### src/rtl/uart_tx_fifo.sv
// UART transmitter fed by a small write FIFO; frames stream back-to-back while data is queued.
// Frame format (data bits, parity, stop bits) and bit period are fixed by parameters.
module uart_tx_fifo #(
  parameter int CLK_FREQ   = 50_000_000,
  parameter int BAUD_RATE  = 115200,
  parameter int DATA_WIDTH = 8,
  parameter int STOP_WIDTH = 1,
  parameter int PARITY     = 0,
  parameter int FIFO_DEPTH = 16
) (
  input  logic                          clk,
  input  logic                          rst_n,
  input  logic                          wr_en,
  input  logic [7:0]                    wr_data,
  output logic                          full,
  output logic [$clog2(FIFO_DEPTH):0]   level,
  output logic                          overflow,
  output logic                          txd,
  output logic                          busy,
  output logic                          tx_done
);

  localparam int BAUD_CNT = CLK_FREQ / BAUD_RATE;
  localparam int CW       = $clog2(BAUD_CNT);
  localparam int AW       = $clog2(FIFO_DEPTH);
  localparam int LW       = AW + 1;

  localparam logic [CW-1:0] BAUD_LAST = CW'(BAUD_CNT - 1);
  localparam logic [2:0]    DATA_LAST = 3'(DATA_WIDTH - 1);
  localparam logic [2:0]    STOP_LAST = 3'(STOP_WIDTH - 1);
  localparam logic [LW-1:0] DEPTH_L   = LW'(FIFO_DEPTH);
  localparam logic [7:0]    DATA_MASK = 8'((1 << DATA_WIDTH) - 1);
  localparam logic          PAR_ODD   = (PARITY == 1);

  typedef enum logic [2:0] {IDLE, START, DATA, PAR, STOP} state_e;

  logic [7:0]    mem_q [FIFO_DEPTH];
  logic [AW-1:0] wr_ptr_q, rd_ptr_q;
  logic [LW-1:0] level_q, level_d;
  logic          full_q, overflow_q;
  logic          push, pop;

  state_e        state_q, state_d;
  logic [CW-1:0] cnt_q, cnt_d;
  logic [2:0]    bit_q, bit_d;
  logic [7:0]    shift_q, shift_d;
  logic          par_q, par_d;
  logic          txd_q, txd_d;
  logic          done_q, done_d;
  logic          load;
  logic          baud_done;
  logic [7:0]    head;

  // The full flag used for acceptance is the registered one, so a same-cycle pop never rescues a write.
  assign push    = wr_en && !full_q;
  assign level_d = level_q + LW'(push) - LW'(pop);
  assign head    = mem_q[rd_ptr_q];

  always_ff @(posedge clk) begin
    if (push) mem_q[wr_ptr_q] <= wr_data;
  end

  always_ff @(posedge clk or negedge rst_n) begin
    if (!rst_n) begin
      wr_ptr_q   <= '0;
      rd_ptr_q   <= '0;
      level_q    <= '0;
      full_q     <= 1'b0;
      overflow_q <= 1'b0;
    end else begin
      if (push) wr_ptr_q <= wr_ptr_q + AW'(1);
      if (pop)  rd_ptr_q <= rd_ptr_q + AW'(1);
      level_q    <= level_d;
      full_q     <= (level_d == DEPTH_L);
      overflow_q <= wr_en && full_q;
    end
  end

  always_ff @(posedge clk or negedge rst_n) begin
    if (!rst_n) begin
      state_q <= IDLE;
      cnt_q   <= '0;
      bit_q   <= '0;
      shift_q <= '0;
      par_q   <= 1'b0;
      txd_q   <= 1'b1;
      done_q  <= 1'b0;
    end else begin
      state_q <= state_d;
      cnt_q   <= cnt_d;
      bit_q   <= bit_d;
      shift_q <= shift_d;
      par_q   <= par_d;
      txd_q   <= txd_d;
      done_q  <= done_d;
    end
  end

  assign baud_done = (cnt_q == BAUD_LAST);

  // txd_d is only ever changed on a bit boundary, so the line register switches once per bit period.
  always_comb begin
    state_d = state_q;
    cnt_d   = baud_done ? '0 : cnt_q + CW'(1);
    bit_d   = bit_q;
    shift_d = shift_q;
    par_d   = par_q;
    txd_d   = txd_q;
    done_d  = 1'b0;
    load    = 1'b0;
    pop     = 1'b0;

    unique case (state_q)
      IDLE: begin
        cnt_d = '0;
        if (level_q != '0) load = 1'b1;
      end
      START: begin
        if (baud_done) begin
          state_d = DATA;
          bit_d   = '0;
          txd_d   = shift_q[0];
        end
      end
      DATA: begin
        if (baud_done) begin
          if (bit_q == DATA_LAST) begin
            bit_d = '0;
            if (PARITY != 0) begin
              state_d = PAR;
              txd_d   = par_q;
            end else begin
              state_d = STOP;
              txd_d   = 1'b1;
            end
          end else begin
            bit_d   = bit_q + 3'd1;
            shift_d = shift_q >> 1;
            txd_d   = shift_q[1];
          end
        end
      end
      PAR: begin
        if (baud_done) begin
          state_d = STOP;
          bit_d   = '0;
          txd_d   = 1'b1;
        end
      end
      STOP: begin
        if (baud_done) begin
          if (bit_q == STOP_LAST) begin
            done_d  = 1'b1;
            bit_d   = '0;
            if (level_q != '0) begin
              load = 1'b1;
            end else begin
              state_d = IDLE;
            end
          end else begin
            bit_d = bit_q + 3'd1;
          end
        end
      end
      default: state_d = IDLE;
    endcase

    if (load) begin
      pop     = 1'b1;
      state_d = START;
      cnt_d   = '0;
      txd_d   = 1'b0;
      shift_d = head;
      par_d   = (^(head & DATA_MASK)) ^ PAR_ODD;
    end
  end

  assign full     = full_q;
  assign level    = level_q;
  assign overflow = overflow_q;
  assign txd      = txd_q;
  assign busy     = (state_q != IDLE);
  assign tx_done  = done_q;

endmodule

### config.mk
export PLATFORM = sky130hd
export DESIGN_NAME = uart_tx_fifo
export DESIGN_NICKNAME = d
export VERILOG_FILES = /design/src/rtl/uart_tx_fifo.sv
export SDC_FILE = /design/constraint.sdc
export NUM_CORES = 1
export LEC_CHECK = 0
export BUFFER_PORTS_ARGS = -buffer_cell sky130_fd_sc_hd__buf_4
export CAP_MARGIN = 0
export CORE_UTILIZATION = 56
export DETAILED_ROUTE_END_ITERATION = 10
export PLACE_DENSITY_LB_ADDON = 0.3
export REMOVE_ABC_BUFFERS = 1
export SKIP_CTS_REPAIR_TIMING = 1
export SYNTH_ARGS = -nofsm -noshare
export SYNTH_HDL_FRONTEND = slang
export SYNTH_SLANG_ARGS = --single-unit
### constraint.sdc
create_clock -name clk -period 3 [get_ports clk]
set_input_delay 0.6 -clock clk [delete_from_list [all_inputs] [get_ports clk]]
set_output_delay 0.6 -clock clk [all_outputs]
set_load 0.01 [all_outputs]
=== Word-level counts from Yosys, hierarchy flattened ===
Memories as Yosys holds them, arrays and structs flattened.
Cells that the tools add are included.
W data, S select, Z words.

* Register bits after elaboration: 40
* RAM bits: 128
* Input bits: 11
* Output and inout bits: 10
* Word-level logic and storage cells: 91
* Memories kept: 1

* $add $sub $neg: 6
* Equal/unequal tests: 19
* Muxes and demuxes: 38
* Reductions and logical operators: 16

{| class="wikitable"
|+ Memory list
! name !! words !! width !! rd ports !! clocked after memory_dff !! wr ports !! RTL line !! RTL
|-
| mem_q || 16 || 8 || 1 || 0 || 1 || 37 || <nowiki>logic [7:0] mem_q [FIFO_DEPTH];</nowiki>
|}

{| class="wikitable"
|+ Operators by type and width
! operator !! count
|-
| $mux W3 || 13
|-
| $mux W8 || 4
|-
| $mux W9 || 3
|-
| $ne A3 B3 Y1 const B || 7
|-
| $pmux W3 S5 || 1
|-
| $mux W1 || 14
|-
| $add A9 B1 Y9 const B || 1
|-
| $eq A9 B9 Y1 const B || 1
|-
| $pmux W3 S3 || 1
|-
| $add A4 B1 Y4 const B || 2
|-
| $ne A2 B2 Y1 const B || 4
|-
| $reduce_and A4 Y1 || 2
|-
| $reduce_and A8 Y1 || 1
|-
| $eq A3 B2 Y1 const B || 2
|-
| $eq A3 B3 Y1 const B || 2
|-
| $logic_not A3 Y1 || 2
|-
| $reduce_bool A3 Y1 || 2
|-
| $add A5 B1 Y5 || 1
|-
| $eq A5 B5 Y1 const B || 1
|-
| $reduce_bool A5 Y1 || 1
|-
| $sub A5 B1 Y5 || 1
|-
| $reduce_bool A2 Y1 || 2
|-
| $reduce_bool A4 Y1 || 1
|-
| $add A3 B1 Y3 const B || 1
|-
| 8 further kinds || 9
|}

=== Depth between registers and ports, before layout ===
* Depth after elaboration: 8
* Gate-level depth with buffers: 14

=== Least setup slack after synthesis ===
Ideal clock, no wire load.

* Path type: reg-to-reg
* Start point: register cnt_q[3]
* End point: register full_q, in the netlist full
* Arrival: 2.952 ns
* Required time: 2.880 ns
* Path slack: -0.072 ns
* Cell stages (with the launch flop): 13
* Path buffers: 1
* Cells stage by stage: dfrtp_1 or4b_4 o31ai_4 and2_1 buf_8 ha_1 inv_1 ha_1 fa_1 a21oi_1 o21bai_1 xnor2_1 and3b_1

* Word-level cells in the longest chain between the ends: 6

{| class="wikitable"
|+ Ends and longest elaborated chain
! item !! RTL line !! RTL
|-
| start, declared || 44 || <nowiki>logic [CW-1:0] cnt_q, cnt_d;</nowiki>
|-
| start signal, assigned || 90 || <nowiki>cnt_q <= cnt_d;</nowiki>
|-
| $eq A9 B9 Y1 || 99 || <nowiki>assign baud_done = (cnt_q == BAUD_LAST);</nowiki>
|-
| $mux W1 || 151 || <nowiki>if (baud_done) begin</nowiki>
|-
| $pmux W1 S2 || 113 || <nowiki>unique case (state_q)</nowiki>
|-
| net load || 50 || <nowiki>logic load;</nowiki>
|-
| $mux W1 || 168 || <nowiki>if (load) begin</nowiki>
|-
| $sub A5 B1 Y5 || 56 || <nowiki>assign level_d = level_q + LW'(push) - LW'(pop);</nowiki>
|-
| net level_d[4] || 39 || <nowiki>logic [LW-1:0] level_q, level_d;</nowiki>
|-
| $eq A5 B5 Y1 || 74 || <nowiki>full_q <= (level_d == DEPTH_L);</nowiki>
|-
| end signal, assigned || 74 ||
|-
| end, declared || 40 || <nowiki>logic full_q, overflow_q;</nowiki>
|}

The timed path passes the listed nets, and every way through them passes these cells.
A chain may end at the register's enable or synchronous reset.

=== Final worst setup path ===
* Start point: register cnt_q[6]
* End point: register full_q, in the netlist full

* Word-level cells in the longest chain between the ends: 6

{| class="wikitable"
|+ Ends and longest elaborated chain
! item !! RTL line
|-
| $eq A9 B9 Y1 || 99
|-
| $mux W1 || 151
|-
| $pmux W1 S2 || 113
|-
| $mux W1 || 168
|-
| $sub A5 B1 Y5 || 56
|-
| net level_d[4] || 39
|-
| $eq A5 B5 Y1 || 74
|}

The timed path passes the listed nets, and every way through them passes these cells.

==> flow_summary.json <==
{
  "status": "complete, no violations",
  "top_layer": "met4",
  "yosysSeqAreaShare": 0.6862,
  "path_class": "flip-flop to flip-flop",
  "pwr_density_cell_mw_per_mm2": 708.6,
  "r2r-start": "cnt_q[6]$_DFF_PN0_",
  "drive_above_1_share": 0.2293,
  "peakVddDrop_v": 0.0004364,
  "slew_viol_final": 0,
  "r2r_end": "full$_DFF_PN0_",
  "grt_pass1_wl_um": 19930,
  "htree_levels": 4,
  "grt_pass1_vias": 3593,
  "fmax_mhz": 350.1,
  "via_count": 3610,
  "dr.pass1.iters": 5,
  "cap_violations": 0,
  "clk_pin_slew_ns": 0.06,
  "yosys_warnings": 0,
  "synth_top_cell_by_area": "edfxtp_1",
  "synth_area_leaders": "edfxtp_1, dfrtp_1, mux4_2, ha_1, a22o_1",
  "fin_util": 0.6513,
  "cts_made_buffers": 17,
  "worstPathRequired_ns": 3.36,
  "route.met3.wl_um": 635,
  "wl_met1_um": 5710,
  "synth-async-reset-ratio": 0.2381,
  "grt_max_degree": 41,
  "die_y_um": 114.3,
  "die_w_um": 114.3,
  "relSlewSlack": 0.5641,
  "worstPathCellList": "or4b_4 -> o31ai_4 -> and2_1 -> ha_1 -> inv_1 -> ha_1 -> fa_1 -> a21oi_1 -> o21bai_1 -> xnor2_1 -> and3b_1",
  "synth-edff-count": 128,
  "tightest_slew_ns": 0.6539,
  "swShare": 0.2537,
  "start_util": 0.5807,
  "cts-root-buf": "clkbuf_16",
  "power.switching_uw": 1424,
  "num_antenna_cells": 0,
  "track_usage": 0.2153,
  "r2r_slack_ns": 0.14,
  "final_area_mm2": 0.007921,
  "wl_per_cell_um": 20.20,
  "p_int_uw": 4189,
  "ys_seq_elements": 168,
  "synth-main-ff-cell": "edfxtp_1",
  "nNetsFinal": 473,
  "synthDistinctLibCells": 48,
  "clockBufferDepth": 2,
  "die_area_mm2": 0.01306,
  "syn_area_mm2": 0.007062,
  "leakage_uw": 0.002845,
  "pin_count": 21,
  "io_buffer_count": 20,
  "cp_top_family": "simple AND/OR/NAND/NOR gates",
  "avgSynthCellArea_um2": 17.02,
  "crit_top_cell": "ha_1",
  "period_share": 0.9521,
  "cp-end-kind": "flip-flop",
  "drt_wl_total_um": 12650,
  "rsz0062_at_grt": "false",
  "combPwrFrac": 0.145,
  "reg2reg_depth": 11,
  "gr-total-overflow": 0,
  "crit_slowest_cell": "or4b_4",
  "pwr-share-seq": 0.515,
  "path_buf_inv": 1,
  "clock_power_share": 0.340,
  "antenna_found_initial": 0,
  "hpwlAfterDp_um": 7945,
  "slowest_delay_ns": 0.59,
  "dr_wl_met2_um": 6163,
  "first_iter_violations": 266,
  "clk_latency_ns": 0.42,
  "finalHoldViolations": 0,
  "cp_max_fo": 4,
  "cts.sinks": 168,
  "fin_crit_ns": 2.856,
  "syn-instance-count": 415,
  "area_growth_pct": 12.17,
  "tritoncts": "yes",
  "cp-start-kind": "flip-flop",
  "skew_ns": 0.008805,
  "num_rows": 40,
  "synth_top_area_share": 0.5443,
  "gp_routability_congestion": 0.8584,
  "coreArea_mm2": 0.01216,
  "placed_cell_area_mm2": 0.007391,
  "drc": 0,
  "hp-class": "primary input to async pin",
  "vias_per_cell": 5.767,
  "cp.arrival_ns": 3.21,
  "setup_viol": 0,
  "antenna_left": 0
}
==> worst max path at each step <==
| stage | from | end | depth (start not counted) |
|---|---|---|---|
| 2_1_floorplan | cnt_q[3]$_DFF_PN0_ | full$_DFF_PN0_ | 11 |
| 3_3_place_gp | cnt_q[6]$_DFF_PN0_ | full$_DFF_PN0_ | 11 |
| 3_5_place_dp | level[2]$_DFF_PN0_ | full$_DFF_PN0_ | 13 |
| 4_1_cts | level[2]$_DFF_PN0_ | full$_DFF_PN0_ | 13 |
| 5_1_grt | cnt_q[6]$_DFF_PN0_ | full$_DFF_PN0_ | 11 |
| 6_report | cnt_q[6]$_DFF_PN0_ | full$_DFF_PN0_ | 11 |
==> worst reg2reg max path, cell delays in order, from the launching register on <==
cell,delay (ns)
dfrtp_1,0.41
or4b_4,0.59
o31ai_4,0.24
and2_1,0.18
ha_1,0.13
inv_1,0.04
ha_1,0.20
fa_1,0.41
a21oi_1,0.16
o21bai_1,0.08
xnor2_1,0.18
and3b_1,0.19
==> metrics by stage <==
stage	hold WS (ns)	setup TNS, ns	std cells	setup slack, ns	total power, µW
global route	0.1942	0	626	0.009451	5822
floorplan	0.3044	-0.2760	398	-0.2111	3398
finish	0.1499	0	626	0.1438	5613
CTS	0.1625	0	625	0.1062	5601
global placement	0.4773	0	593	0.2225	3666
detailed placement	0.4939	0	593	0.1318	3712
==> layout by cell type, fill, tap and decap left out, drive strengths merged, types with 2 or more instances in the layout <==
cell      instances
edfxtp          128
dfrtp            39
nor2             31
mux4             31
buf              28
inv              22
clkbuf           20
and2             19
ha               16
a22o             15
xnor2            11
nand2            10
a221oi            7
nand3             6
xor2              6
a21oi             6
clkinv            6
nor3              5
clkinvlp          5
nand4             4
nor2b             4
o21ai             4
mux2              4
and3              3
o31ai             3
nand2b            2
nor3b             2
nand3b            2
mux2i             2
nor4b             2
==> sequential cells by signal, indices dropped and copies added, names as in the netlist <==
signal and flops:
cnt_q 9, state_q 3, bit_q 3, level 5, full 1, wr_ptr_q 4, overflow 1, shift_q 8
tx_done 1, mem_q 128, rd_ptr_q 4, txd 1
==> power groups by stage <==
stage	clock (µW)	sequential (µW)	combinational, µW
2_1_floorplan	0	2920	475
3_3_place_gp	0	2920	750
3_5_place_dp	0	2930	778
4_1_cts	1930	2890	784
5_1_grt	2010	2910	900
6_report	1910	2890	815
==> area by class of cell <==
type	count	area (µm²)
sequential	168	4847
fill	825	4240
multi-input combinational	209	2046
clock buffer	20	436.7
timing repair buffer	28	222.7
tap	168	210.2
clock inverter	12	80.08
inverter	21	78.83
==> kinds of logic after synthesis <==
family	Yosys count	synth area share
AOI/OAI and AO/OA	44	0.05847
and+or+nand+nor	94	0.06998
adders and majority gates	17	0.03118
muxes	37	0.1081
DFF	168	0.6862
xor gates and xnor gates	17	0.02108
buffers and inverters	38	0.02498
==> per-layer routing <==
layer	track usage	vias up
met3	0.04606	9
met2	0.3269	82
met5	0	-
met1	0.3145	1870
li1	-	1649
met4	0.07273	0
==> Yosys cell counts, types with 7 or more instances <==
| master | number |
|---|---|
| mux4_2 | 31 |
| dfrtp_1 | 39 |
| a22o_1 | 15 |
| nor2_1 | 31 |
| a221oi_2 | 7 |
| nand2_1 | 10 |
| and2_1 | 19 |
| xnor2_1 | 11 |
| edfxtp_1 | 128 |
| ha_1 | 16 |
| clkbuf_1 | 9 |
| inv_1 | 21 |
(Power assumes the default switching activity.)
